[config.mk]
export PLATFORM = sky130hd
export DESIGN_NAME = dpram_wr_ctrl
export DESIGN_NICKNAME = d
export VERILOG_FILES = /design/src/rtl/dpram_wr_ctrl.sv
export SDC_FILE = /design/constraint.sdc
export NUM_CORES = 1
export LEC_CHECK = 0
export CAP_MARGIN = 10
export CORE_MARGIN = 4
export CORE_UTILIZATION = 25
export CTS_CLUSTER_DIAMETER = 30
export DETAILED_ROUTE_END_ITERATION = 7
export GPL_ROUTABILITY_DRIVEN = 0
export GPL_TIMING_DRIVEN = 0
export HOLD_SLACK_MARGIN = 0.02
export PLACE_DENSITY = 0.56
export SYNTH_ARGS = -nofsm -noshare
export SYNTH_HDL_FRONTEND = slang
export SYNTH_SLANG_ARGS = --single-unit
[constraint.sdc]
create_clock -name clk -period 2.3 [get_ports clk]
set_clock_uncertainty 0.1 [all_clocks]
set_input_delay 0.46 -clock clk [delete_from_list [all_inputs] [get_ports clk]]
set_output_delay 0.46 -clock clk [all_outputs]
set_load 0.01 [all_outputs]
[src/rtl/dpram_wr_ctrl.sv]
`timescale 1ns/1ps
// -----------------------------------------------------------------------------
// dpram_wr_ctrl
//
// Writes a byte stream into the A port of a dual-port RAM split into two
// ping-pong banks. A frame ends on s_last or when the bank is full. The bank
// is then handed to the port-B reader through bank_rdy / bank_lenN, and writing
// moves to the other bank. The reader hands a bank back with a bank_rel pulse.
//
// Ports
//   clk, rst_n          single clock, asynchronous active-low reset
//   s_data/s_valid/
//   s_last/s_ready      byte stream in (valid/ready handshake)
//   addra/dina/ena/wea  dpram port-A write, registered one cycle after accept
//   bank_rdy[1:0]       bank b holds a complete block for the reader
//   bank_len0/1         byte count of bank 0/1, valid while bank_rdy[b] is high
//   bank_rel[1:0]       one-cycle release pulse per bank from the reader
// -----------------------------------------------------------------------------
module dpram_wr_ctrl #(
    parameter int ADDR_W = 16,
    parameter int DATA_W = 8
) (
    input  logic              clk,
    input  logic              rst_n,
    input  logic [DATA_W-1:0] s_data,
    input  logic              s_valid,
    input  logic              s_last,
    output logic              s_ready,
    output logic [ADDR_W-1:0] addra,
    output logic [DATA_W-1:0] dina,
    output logic              ena,
    output logic              wea,
    output logic [1:0]        bank_rdy,
    output logic [ADDR_W-1:0] bank_len0,
    output logic [ADDR_W-1:0] bank_len1,
    input  logic [1:0]        bank_rel
);

    localparam int OFF_W = ADDR_W - 1;

    typedef enum logic {
        ST_FILL = 1'b0,
        ST_WAIT = 1'b1
    } state_e;

    state_e              state_q, state_d;
    logic                s_ready_q, s_ready_d;
    logic                wbank_q, wbank_d;
    logic [OFF_W-1:0]    wptr_q, wptr_d;
    logic [ADDR_W-1:0]   addra_q, addra_d;
    logic [DATA_W-1:0]   dina_q, dina_d;
    logic                wen_q, wen_d;
    logic [1:0]          bank_rdy_q, bank_rdy_d;
    logic [ADDR_W-1:0]   len0_q, len0_d;
    logic [ADDR_W-1:0]   len1_q, len1_d;
    // A closed bank is announced two edges after its last accept: pend1 marks
    // the edge the final RAM write happens, pend2 the edge bank_rdy rises.
    logic [1:0]          pend1_q, pend1_d;
    logic [1:0]          pend2_q, pend2_d;

    logic                accept;
    logic                close_frame;
    logic                new_bank;
    logic [1:0]          busy;

    assign accept      = s_valid && s_ready_q;
    assign close_frame = accept && (s_last || (wptr_q == {OFF_W{1'b1}}));
    assign new_bank    = ~wbank_q;
    // A bank is unavailable for writing while the reader owns it or while its
    // hand-over is still in flight.
    assign busy        = bank_rdy_q | pend1_q | pend2_q;

    always_comb begin
        // NOTE: every signal gets a default before any branch so no path
        // leaves it unassigned; otherwise synthesis infers a latch.
        state_d    = state_q;
        wbank_d    = wbank_q;
        wptr_d     = wptr_q;
        addra_d    = addra_q;
        dina_d     = dina_q;
        wen_d      = 1'b0;
        len0_d     = len0_q;
        len1_d     = len1_q;
        pend1_d    = 2'b00;
        pend2_d    = pend1_q;
        // Releases only affect banks that are actually ready; a pending bank
        // has bank_rdy_q low, so a release aimed at it falls away here.
        bank_rdy_d = (bank_rdy_q & ~bank_rel) | pend2_q;

        if (accept) begin
            addra_d = {wbank_q, wptr_q};
            dina_d  = s_data;
            wen_d   = 1'b1;
            if (close_frame) begin
                if (wbank_q) len1_d = {1'b0, wptr_q} + ADDR_W'(1);
                else         len0_d = {1'b0, wptr_q} + ADDR_W'(1);
                wptr_d           = '0;
                wbank_d          = new_bank;
                pend1_d[wbank_q] = 1'b1;
            end else begin
                wptr_d = wptr_q + OFF_W'(1);
            end
        end

        unique case (state_q)
            ST_FILL: begin
                if (close_frame && busy[new_bank]) state_d = ST_WAIT;
            end
            ST_WAIT: begin
                if (!busy[wbank_q]) state_d = ST_FILL;
            end
            default: state_d = ST_FILL;
        endcase

        // s_ready is a registered copy of the state so it tracks FILL exactly,
        // yet stays low during reset and rises on the first edge after it.
        s_ready_d = (state_d == ST_FILL);
    end

    // NOTE: sequential state uses non-blocking assignments so every register
    // samples pre-edge values regardless of statement order.
    always_ff @(posedge clk or negedge rst_n) begin
        if (!rst_n) begin
            state_q    <= ST_FILL;
            s_ready_q  <= 1'b0;
            wbank_q    <= 1'b0;
            wptr_q     <= '0;
            addra_q    <= '0;
            dina_q     <= '0;
            wen_q      <= 1'b0;
            bank_rdy_q <= 2'b00;
            len0_q     <= '0;
            len1_q     <= '0;
            pend1_q    <= 2'b00;
            pend2_q    <= 2'b00;
        end else begin
            state_q    <= state_d;
            s_ready_q  <= s_ready_d;
            wbank_q    <= wbank_d;
            wptr_q     <= wptr_d;
            addra_q    <= addra_d;
            dina_q     <= dina_d;
            wen_q      <= wen_d;
            bank_rdy_q <= bank_rdy_d;
            len0_q     <= len0_d;
            len1_q     <= len1_d;
            pend1_q    <= pend1_d;
            pend2_q    <= pend2_d;
        end
    end

    assign s_ready   = s_ready_q;
    assign addra     = addra_q;
    assign dina      = dina_q;
    assign ena       = wen_q;
    assign wea       = wen_q;
    assign bank_rdy  = bank_rdy_q;
    assign bank_len0 = len0_q;
    assign bank_len1 = len1_q;

endmodule

# Word-level counts from Yosys, hierarchy flattened
# Cells that the tools add are included.
dict set report totals {
  wordCells 47
  regBits 81
  output_inout_bits 61
  inputBits 14
}
dict set report op_classes {
  n_eq_ne 1
  n_addsub 2
  reduce_logical 8
  muxes 13
  n_lt_le_gt_ge 3
  n_bitwise 8
}
# operator count
set ops {}
lappend ops {{$add 15x1->16 const B} 1}
lappend ops {{$add 15x1->15 const B} 1}
lappend ops {{$eq 15x15->1 const B} 1}
lappend ops {{$mux 15} 1}
lappend ops {{$mux 1} 8}
lappend ops {{$or 2x2->2} 3}
lappend ops {{$reduce_and 3->1} 2}
lappend ops {{$logic_and 1x1->1} 4}
lappend ops {{$lt 1x2->1 const B} 2}
lappend ops {{$mux 2} 2}
lappend ops {{$not 1->1} 3}
lappend ops {{$and 2x2->2} 1}
lappend ops {{$not 2->2} 1}
lappend ops {{$pmux 1 s2} 1}
lappend ops {{$reduce_and 2->1} 1}
lappend ops {{$demux 1 s1} 1}
lappend ops {{$ge 1x1->1 const B} 1}
lappend ops {{$logic_or 1x1->1} 1}

# Depth between registers and ports, before layout
# Gate-level depths: netlist of run 1.
dict set report depth {
  ltp_word 8
  depth_mapped 7
  ltp_nobuf 6
}

# Least setup slack after synthesis of run 1
# No wires, ideal clock.
dict set report synth_timing {
  path_kind {reg2reg}
  from {reg wptr_q[0]}
  to {reg len0_q[7] (netlist: bank_len0[7])}
  synth_period_minus_slack_ns 2.408
  stages_incl_launch_ff 7
  slack_ns -0.108
  arrival_ns 2.181
  setup_ns 0.128
  required_ns 2.072
  path_buffers 1
  path_cell_list {dfrtp_1 > ha_1 > nand4_4 > o41a_1 > nor3_4 > buf_6 > mux2_1}
}
dict set report synth_via {
  elab_chain_len 4
  word_cells_on_any_way 5
  cone_classes {add/sub: 1; eq/ne: 1; reduce/logical: 3}
}
# element line
set synth_rtl {}
lappend synth_rtl {{from (decl)} 49} ;# logic [OFF_W-1:0] wptr_q, wptr_d;
lappend synth_rtl {{from (signal assigned)} 140} ;# wptr_q <= wptr_d;
lappend synth_rtl {{branches (longest 4 deep; another with $add 15x1->16)} --}
lappend synth_rtl {{to (signal assigned)} 145} ;# len0_q <= len0_d;
lappend synth_rtl {{to (decl)} 54} ;# logic [ADDR_W-1:0] len0_q, len0_d;
# Parallel ways; which one is timed is not known.
# A chain may end at the register's enable or synchronous reset.

# Worst setup path after layout of run 1
dict set report layout_timing {
  from {reg wptr_q[0]}
  to {reg len0_q[6] (netlist: bank_len0[6])}
}
# The elaborated chain is that of the path after synthesis.

==> impl_metrics.toml, run 1 <==
[finish]
finish.utilization_pct = 36.37
insertedDiodeCount = 0
layout.cells.non_filler = 606
nets = 440
layout-drive-gt1-share_pct = 15.35
area_growth_pct = 40.55

[pwr]
p_leak_uw = 0.002230
power_density_nw_per_um2 = 965.2
vdd_ir_drop_max_mv = 0.4309

[critical_path]
critical_path_class = "reg2reg"
endpoint_kind = "flip-flop"
cp.buffers_inverters = 1
crit_chain = "ha_4, nand4_4, o41a_1, nor3_4, buf_6, mux2_1"
slowest_delay_ns = 0.41
worst-path-max-fanout = 10
cp-start-kind = "flip-flop"
cp_top_family = "simple AND/OR/NAND/NOR gates"
required_ns = 2.42
crit_arrival_ns = 2.33
crit_slowest_cell = "dfrtp_2"

[routing]
via_per_inst = 4.644
drt-initial-drc-count = 124
postRouteAntennaNets = 0
drt_pass1_iterations = 4
num_vias = 2814
wl_um = 9251
wl_per_cell_um = 15.27
drc = 0

[run_status]
status = "finished, final reports clean"

[global_routing]
antenna_found_initial = 0
grt_pass1_vias = 2798
grt.overflow.total = 0
grt_use_met1_pct = 16.00
grt_usage_pct = 12.13
grt_pass1_wl_um = 15170
grt_use_met3_pct = 3.895
grt_max_degree = 44
top_usage_layer = "met2"
met2_usage_pct = 19.22

[die]
die_area_sq_um = 15870
ioPinCount = 75
die_w_um = 126.0
core-area_sq_um = 13450
row_count = 42
start_util_pct = 25.87
die_h_um = 126.0

[logic_synthesis]
syn-cell-area_sq_um = 3481
ys.flop_type = "dfrtp_1"
syn-num-nets = 347
yosys_warnings = 0
synth-seq-cells = 81
synth_cells = 332
syn_area_per_cell_sq_um = 10.48
synthDistinctLibCells = 45
async_flop_share_pct = 100.0
seq_area_frac_synth_pct = 58.23
synth_edf_count = 0

[timing]
slew_headroom_pct = 51.01
fmax_mhz = 453.3
rsz0062_at_grt = "yes"
finalCritPeriodShare_pct = 95.91
finalCriticalPeriod_ns = 2.206
setup_viol = 0
max_slew.worst_pin.slew_ns = 0.7282
hold_ws_ns = 0.2788
report.final.hold_viol_count = 0
report.final.slew_viol_count = 0

[clocking]
clk_pin_slew_ns = 0.06
insertion_delay_ns = 0.34
cts_buffers = 9
clock_sinks = 81
htree_levels = 3
tritoncts = "done"
clock_path_buffers = 2
cts-root-buf = "clkbuf_16"

[placed_design]
dp_cells = 582
hpwl_um = 6479
portBuffers = 73

[job]
drv_cap = 0

[hold_path]
hp-class = "reg2reg"
routing by layer:
layer	wire (um)	share of wire, %	vias to the layer above
met5	0	0	-
met4	104	1.1	0
met3	669	7.2	12
met2	4231	46	97
met1	4245	46	1376
li1	-	-	1329
worst reg2reg max path, cell delays in order (launching register included):
cell     delay [ns]
dfrtp_2        0.41
ha_4           0.20
nand4_4        0.18
o41a_1         0.41
nor3_4         0.26
buf_6          0.20
mux2_1         0.33
path summary, 6_finish.rpt:
check / depth (start not counted) / slack [ns] / start / endpoint
min: 0 / 0.28 / pend1_q[0] / pend2_q[0]
min in group asynchronous: 2 / 0.54 / rst_n / bank_len1[9]
min reg2reg: 0 / 0.28 / pend1_q[0] / pend2_q[0]
max: 6 / 0.09 / wptr_q[0] / bank_len0[6]
max in group asynchronous: 3 / 0.95 / rst_n / wptr_q[1]
max reg2reg: 6 / 0.09 / wptr_q[0] / bank_len0[6]
synthesized netlist by cell type (4+ instances only):
cell type / instances / area [sq um]
dfrtp_1: 81 / 2027
nand2_1: 78 / 292.8
o21ai_0: 29 / 145.1
mux2_2: 16 / 180.2
a21oi_1: 15 / 75.07
clkbuf_1: 11 / 41.29
inv_1: 10 / 37.54
nor3_1: 10 / 50.05
xnor2_1: 8 / 70.07
nand3_1: 7 / 35.03
nor2_1: 7 / 26.28
buf_2: 4 / 20.02
xor2_1: 4 / 35.03
power breakdown:
group	leakage (uW)	internal (uW)	switching, uW
Clock	0.000151	927	561
Sequential	0.00107	1700	165
Combinational	0.00100	673	698
cells by family after synthesis:
| family | after synthesis | synth area share [%] |
|---|---|---|
| muxes | 21 | 6.686 |
| buffers and inverters | 32 | 4.062 |
| AOI/OAI and AO/OA | 63 | 11.25 |
| adders and majority gates | 1 | 0.3594 |
| DFF | 81 | 58.23 |
| xor gates and xnor gates | 12 | 3.019 |
| and+or+nand+nor | 122 | 16.39 |
what timing repair did:
action                                  CTS  global route
endpoints found under the setup margin   39            31
gates resized for setup                   2            14
hold buffers                              1             0
buffers inserted                          5             3
hold endpoints to repair                 12             0
pin swaps                                 2             2
flip-flops by register name, summed over array words and instances (netlist names):
| signal | flops |
|---|---|
| bank_len0 | 16 |
| s_ready | 1 |
| ena | 1 |
| wptr_q | 15 |
| pend1_q | 2 |
| pend2_q | 2 |
| state_q | 1 |
| bank_len1 | 16 |
| wbank_q | 1 |
| bank_rdy | 2 |
| dina | 8 |
| addra | 16 |
cells in the final DEF (no fill, tap or decap), types with 2 or more instances in the layout:
master,synthesis,final
a31oi_1,3,3
mux2i_1,3,3
xnor2_1,8,8
clkbuf_8,0,3
xor2_1,4,4
and3_1,2,2
nor2_1,7,7
o22a_1,2,2
nand3_1,7,7
nand4_1,3,3
dfrtp_1,81,77
mux2_2,16,16
a21o_1,3,3
dfrtp_2,0,4
o22ai_1,3,3
nor4_2,0,2
clkbuf_1,11,8
clkinvlp_4,0,2
nand2_1,78,78
clkbuf_2,1,2
clkdlybuf4s50_1,0,72
o21ai_0,29,28
nor3_1,10,10
inv_1,10,10
buf_2,4,5
a21oi_1,15,15
buf_1,2,2
and4_1,3,3
a32o_1,2,2
buf_4,2,11
clkbuf_16,0,9
area by class of cell:
type / instances / area, sq um
Multi-Input combinational cell: 219 / 1355
Inverter: 11 / 43.79
Clock buffer: 12 / 266.5
Buffer: 20 / 98.84
Clock inverter: 4 / 50.05
Sequential cell: 81 / 2032
Fill cell: 1381 / 8561
Timing Repair Buffer: 83 / 825.8
Tap cell: 176 / 220.2
metrics by stage:
| stage | instance area (sq um) | power (uW) | setup slack, ns | setup TNS [ns] |
|---|---|---|---|---|
| floorplan | 3495 | 2493 | 0.06609 | 0 |
| global placement | 4446 | 3190 | -2.650 | -201.73 |
| detailed placement | 4471 | 3229 | -0.5671 | -13.41 |
| CTS | 4838 | 4779 | 0.01190 | 0 |
| global route | 4892 | 5002 | -0.02608 | -0.1502 |
| finish | 4892 | 4722 | 0.09405 | 0 |
(Power assumes the default switching activity.)
==> inputs of run 2 (changes only) <==
--- a/config.mk
+++ b/config.mk
@@ -5,7 +5,6 @@
 export SDC_FILE = /design/constraint.sdc
 export NUM_CORES = 1
 export LEC_CHECK = 0
-export CAP_MARGIN = 10
 export CORE_MARGIN = 4
 export CORE_UTILIZATION = 25
 export CTS_CLUSTER_DIAMETER = 30
==> results of run 2 <==
The final DEF is identical to that of run 1; final timing and power are the same.
